==> config.mk <==
export PLATFORM = sky130hd
export DESIGN_NAME = load_store_unit
export DESIGN_NICKNAME = d
export VERILOG_FILES = /design/src/rtl/load_store_unit.sv
export SDC_FILE = /design/constraint.sdc
export NUM_CORES = 1
export LEC_CHECK = 0
export ABC_CLOCK_PERIOD_IN_PS = 5850
export CORE_ASPECT_RATIO = 1.25
export CORE_UTILIZATION = 47
export CTS_CLUSTER_DIAMETER = 60
export DETAILED_ROUTE_END_ITERATION = 12
export PLACE_DENSITY_LB_ADDON = 0.3
export SLEW_MARGIN = 0
export SYNTH_ARGS = -nofsm -noshare
export SYNTH_HDL_FRONTEND = slang
export SYNTH_SLANG_ARGS = --single-unit
==> constraint.sdc <==
create_clock -name clk -period 5.85 [get_ports clk]
set_clock_uncertainty 0.05 [all_clocks]
set_input_delay 1.17 -clock clk [delete_from_list [all_inputs] [get_ports clk]]
set_output_delay 1.17 -clock clk [all_outputs]
set_load 0.05 [all_outputs]
==> src/rtl/load_store_unit.sv <==
// Load/store adapter: byte/half/word requests onto a word-only, one-cycle-read memory.
// Latency: load 3, word store 2, sub-word store 4, error 2 cycles; req_ready only in IDLE (one request in flight).
module load_store_unit #(
    parameter int ADDR_WIDTH = 32
) (
    input  logic                  clk,
    input  logic                  reset,
    input  logic                  req_valid,
    output logic                  req_ready,
    input  logic                  req_write,
    input  logic [1:0]            req_size,
    input  logic                  req_signed,
    input  logic [ADDR_WIDTH-1:0] req_addr,
    input  logic [31:0]           req_wdata,
    output logic                  resp_valid,
    output logic                  resp_err,
    output logic [31:0]           resp_data,
    output logic                  mem_write_en,
    output logic [ADDR_WIDTH-1:0] mem_write_addr,
    output logic [31:0]           mem_write_data,
    output logic [ADDR_WIDTH-1:0] mem_read_addr,
    input  logic [31:0]           mem_read_data
);

    typedef enum logic [2:0] {
        IDLE = 3'd0,
        RD   = 3'd1,
        DATA = 3'd2,
        WR   = 3'd3,
        ERR  = 3'd4
    } state_t;

    localparam logic [1:0] SZ_BYTE = 2'd0;
    localparam logic [1:0] SZ_HALF = 2'd1;
    localparam logic [1:0] SZ_WORD = 2'd2;

    state_t                  state;
    state_t                  state_d;
    logic                    write_q;
    logic [1:0]              size_q;
    logic                    signed_q;
    logic [ADDR_WIDTH-1:0]   addr_q;
    logic [31:0]             wdata_q;
    logic [31:0]             merge_q;

    logic                    accept;
    logic                    misaligned;
    logic [7:0]              byte_lane;
    logic [15:0]             half_lane;
    logic [31:0]             load_val;
    logic [31:0]             merged;

    assign accept = (state == IDLE) && req_valid;

    always_comb begin
        misaligned = 1'b0;
        case (req_size)
            SZ_BYTE: misaligned = 1'b0;
            SZ_HALF: misaligned = req_addr[0];
            SZ_WORD: misaligned = (req_addr[1:0] != 2'b00);
            default: misaligned = 1'b1;
        endcase
    end

    always_ff @(posedge clk or posedge reset) begin
        if (reset) begin
            state <= IDLE;
        end else begin
            state <= state_d;
        end
    end

    always_comb begin
        state_d      = state;
        req_ready    = 1'b0;
        mem_write_en = 1'b0;
        case (state)
            IDLE: begin
                req_ready = 1'b1;
                if (req_valid) begin
                    if (misaligned) begin
                        state_d = ERR;
                    end else if (req_write && (req_size == SZ_WORD)) begin
                        state_d = WR;
                    end else begin
                        state_d = RD;
                    end
                end
            end
            RD:      state_d = DATA;
            DATA:    state_d = write_q ? WR : IDLE;
            WR: begin
                mem_write_en = 1'b1;
                state_d      = IDLE;
            end
            ERR:     state_d = IDLE;
            default: state_d = IDLE;
        endcase
    end

    // Little-endian lane selection from the word returned by memory.
    always_comb begin
        byte_lane = 8'h00;
        case (addr_q[1:0])
            2'd0:    byte_lane = mem_read_data[7:0];
            2'd1:    byte_lane = mem_read_data[15:8];
            2'd2:    byte_lane = mem_read_data[23:16];
            default: byte_lane = mem_read_data[31:24];
        endcase
        half_lane = addr_q[1] ? mem_read_data[31:16] : mem_read_data[15:0];
    end

    always_comb begin
        load_val = mem_read_data;
        case (size_q)
            SZ_BYTE: load_val = {{24{signed_q & byte_lane[7]}}, byte_lane};
            SZ_HALF: load_val = {{16{signed_q & half_lane[15]}}, half_lane};
            default: load_val = mem_read_data;
        endcase
    end

    always_comb begin
        merged = mem_read_data;
        if (size_q == SZ_BYTE) begin
            case (addr_q[1:0])
                2'd0:    merged[7:0]   = wdata_q[7:0];
                2'd1:    merged[15:8]  = wdata_q[7:0];
                2'd2:    merged[23:16] = wdata_q[7:0];
                default: merged[31:24] = wdata_q[7:0];
            endcase
        end else if (addr_q[1]) begin
            merged[31:16] = wdata_q[15:0];
        end else begin
            merged[15:0] = wdata_q[15:0];
        end
    end

    always_ff @(posedge clk or posedge reset) begin
        if (reset) begin
            write_q  <= 1'b0;
            size_q   <= 2'd0;
            signed_q <= 1'b0;
            addr_q   <= '0;
            wdata_q  <= 32'h0;
            merge_q  <= 32'h0;
        end else begin
            if (accept) begin
                write_q  <= req_write;
                size_q   <= req_size;
                signed_q <= req_signed;
                addr_q   <= req_addr;
                wdata_q  <= req_wdata;
            end
            if ((state == DATA) && write_q) begin
                merge_q <= merged;
            end
        end
    end

    // Response registers: resp_valid pulses for one cycle, err/data hold until the next response.
    always_ff @(posedge clk or posedge reset) begin
        if (reset) begin
            resp_valid <= 1'b0;
            resp_err   <= 1'b0;
            resp_data  <= 32'h0;
        end else begin
            resp_valid <= 1'b0;
            case (state)
                DATA: begin
                    if (!write_q) begin
                        resp_valid <= 1'b1;
                        resp_err   <= 1'b0;
                        resp_data  <= load_val;
                    end
                end
                WR: begin
                    resp_valid <= 1'b1;
                    resp_err   <= 1'b0;
                    resp_data  <= 32'h0;
                end
                ERR: begin
                    resp_valid <= 1'b1;
                    resp_err   <= 1'b1;
                    resp_data  <= 32'h0;
                end
                default: ;
            endcase
        end
    end

    assign mem_read_addr  = {addr_q[ADDR_WIDTH-1:2], 2'b00};
    assign mem_write_addr = {addr_q[ADDR_WIDTH-1:2], 2'b00};
    assign mem_write_data = (size_q == SZ_WORD) ? wdata_q : merge_q;

endmodule

==> results.md <==
- Status: finished, final reports clean
- Area grow syn2layout: 34.9%
- CP Launch Type: register
- Synth warnings: 0
- Synthesized area: 0.00720 sq mm
- Setup_tns: 0 ns
- Buffers added on ports: 230
- RSZ-0062 raised after global routing: false
- HPWL after DPL: 14100 microns
- Routed vias: 5632
- Crit-path slowest cell: clkdlybuf4s50_1
- Clk Latency, worst-skew pair: 0.42 ns
- Pre-Repair DR Iteration Count: 5
- Cells after Synth: 645
- Clock transition at path regs: 0.06 ns
- Main synth FF type: dfrtp_1
- M1 GR Usage: 32.9%
- # setup viols final: 0
- Crit-path cells: nor2_2 -> buf_4 -> mux2_2 -> clkdlybuf4s50_1
- Setup slack after layout: 1.77 ns
- Hold Buf Count CTS: 0
- Grt peak-use layer: met2
- Met3 track demand over resource: 7.27%
- Crit-path max FO: 32
- Post-route ant nets: 0
- Initial DRC Count: 503
- Gpl congestion: 0.869
- TritonCTS Buffers: 17
- Commonest cells after routing, fill and taps aside: clkdlybuf4s50_1, dfrtp_1, mux2_2
- Vias in the first global route: 5795
- Bufs on Longest Clock Path: 2
- First-pass GRT wire length: 31700 microns
- TritonCTS clock tree: built
- CP max stage delay: 0.71 ns
- Synth Register Bits: 137
- IO Pins: 235
- Critical Path Sink Type: output pin
- Layout cells sized above 1: 19.2%
- Cell variety after synth: 44
- Die Span Y: 140 microns
- Final nets: 898
- Post-route clock period utilization: 69.8%
- H-tree depth: 4
- Gr usage total: 26.0%
- Seq/Total Area, Yosys: 47.6%
- Fin crit period: 4.08 ns
- Hold WS: 0.431 ns
- Family with the most delay on the worst path: buffers and inverters
- Pins Over Slew Limit: 0
- Via-per-instance ratio: 5.69
- Initial Util: 48.2%
- Max Fclk: 245 MHz
- Post-synth EDFFs: 0
- WL final: 19900 microns
- Gr ovfl total: 0
- Commonest non-fill, non-tap cell in the layout: clkdlybuf4s50_1
- Arrival time worst endpoint: 2.86 ns
- Post-CTS Resized: 0
- Worst relative slew slack: 20.4%
- CP bufs+invs: 2
- Slew @ Worst Pin: 1.19 ns
- Antenna cells: 0
- Hold Crit Class: reg2reg
- Worst endpoint required time: 4.63 ns
- FFs w/ async S/R, synth: 100%
- Die width: 113 microns
- Rows: 50
- Place WS: 2.15 ns
- Post-DR wirelength/cell: 20.1 microns
- Post-CTS setup buffer count: 0
- Die footprint: 0.0158 sq mm
- Clk sink count: 137
- Initial antenna violation count: 0
- GRT met2 Usage: 42.5%
- Largest net degree at the start of global routing: 92
- CTS root buf: clkbuf_16
- Avg Cell Area, Syn: 11.2 sq um
- Max cap viols: 0
- Final hold violation count: 0
- Drt drc: 0
- Crit Path Class: reg2out
- Core area: 0.0150 sq mm
worst register-to-register path, delay by kind of cell (launching register included):
family	cells	cell delay (ns)
buffers and inverters	1	0.49
flip-flops	1	0.49
multiplexers	1	0.38
AND/OR/NAND/NOR	2	1.25
cell usage after synthesis, drive strengths merged (9+ instances only):
cell / count / area [sq um]
buf: 94 / 662
o22ai: 19 / 119
inv: 24 / 90.1
nor2b: 9 / 56.3
dfrtp: 137 / 3430
a21oi: 25 / 136
o21ai: 59 / 307
a22o: 12 / 105
clkbuf: 13 / 48.8
mux2: 100 / 1130
nand2: 40 / 150
a211o: 16 / 140
mux2i: 18 / 180
nor2: 20 / 77.6
cell families (layout without fill, tap and decap cells):
logic type	after synthesis	after routing	share of synthesized area, %
compound gates	162	162	15.1
buf+inv	132	292	11.2
flops	137	137	47.6
mux	125	125	20.3
other cells	1	4	0.0521
simple gates	88	88	5.80
through the flow:
| step | util [%] | instance area, sq um | std cells |
|---|---|---|---|
| CTS | 65.0 | 9720 | 990 |
| global route | 65.0 | 9720 | 990 |
| finish | 65.0 | 9720 | 990 |
| detailed placement | 60.8 | 9080 | 958 |
| global placement | 60.8 | 9080 | 958 |
| floorplan | - | 7220 | 648 |
flip-flops by register name, indices dropped and copies added (netlist names):
signal	count
addr_q	32
merge_q	32
resp_data	32
wdata_q	32
state	3
size_q	2
resp_err	1
resp_valid	1
signed_q	1
write_q	1
layout make-up:
cell class                 instances  area, sq um
multi-input combinational        379         2990
timing repair buffer             235         2340
clock inverter                    14          195
sequential                       137         3430
inverter                          25         98.8
tap                              182          228
fill                            1181         5230
clock buffer                      18          439
worst paths after layout:
| path | slack (ns) | depth (start not counted) | startpoint | end |
|---|---|---|---|---|
| worst min-delay path | 0.43 | 2 | merge_q[26] | merge_q[26] |
| max in group asynchronous | 3.34 | 3 | reset | merge_q[7] |
| min in group asynchronous | 1.19 | 2 | reset | addr_q[2] |
| worst min register to register | 0.43 | 2 | merge_q[26] | merge_q[26] |
| worst max-delay path | 1.77 | 4 | size_q[0] | mem_write_data[0] |
| worst max register to register | 3.05 | 4 | state[0] | wdata_q[7] |
per-layer routing:
layer / wire length (microns) / vias up
li1: - / 2545
met1: 8170 / 2752
met2: 9600 / 305
met3: 1680 / 30
met4: 470 / 0
met5: 0 / -
Power is not shown: default switching activity piles up to over one toggle a cycle in this logic, so the estimate is an artifact.
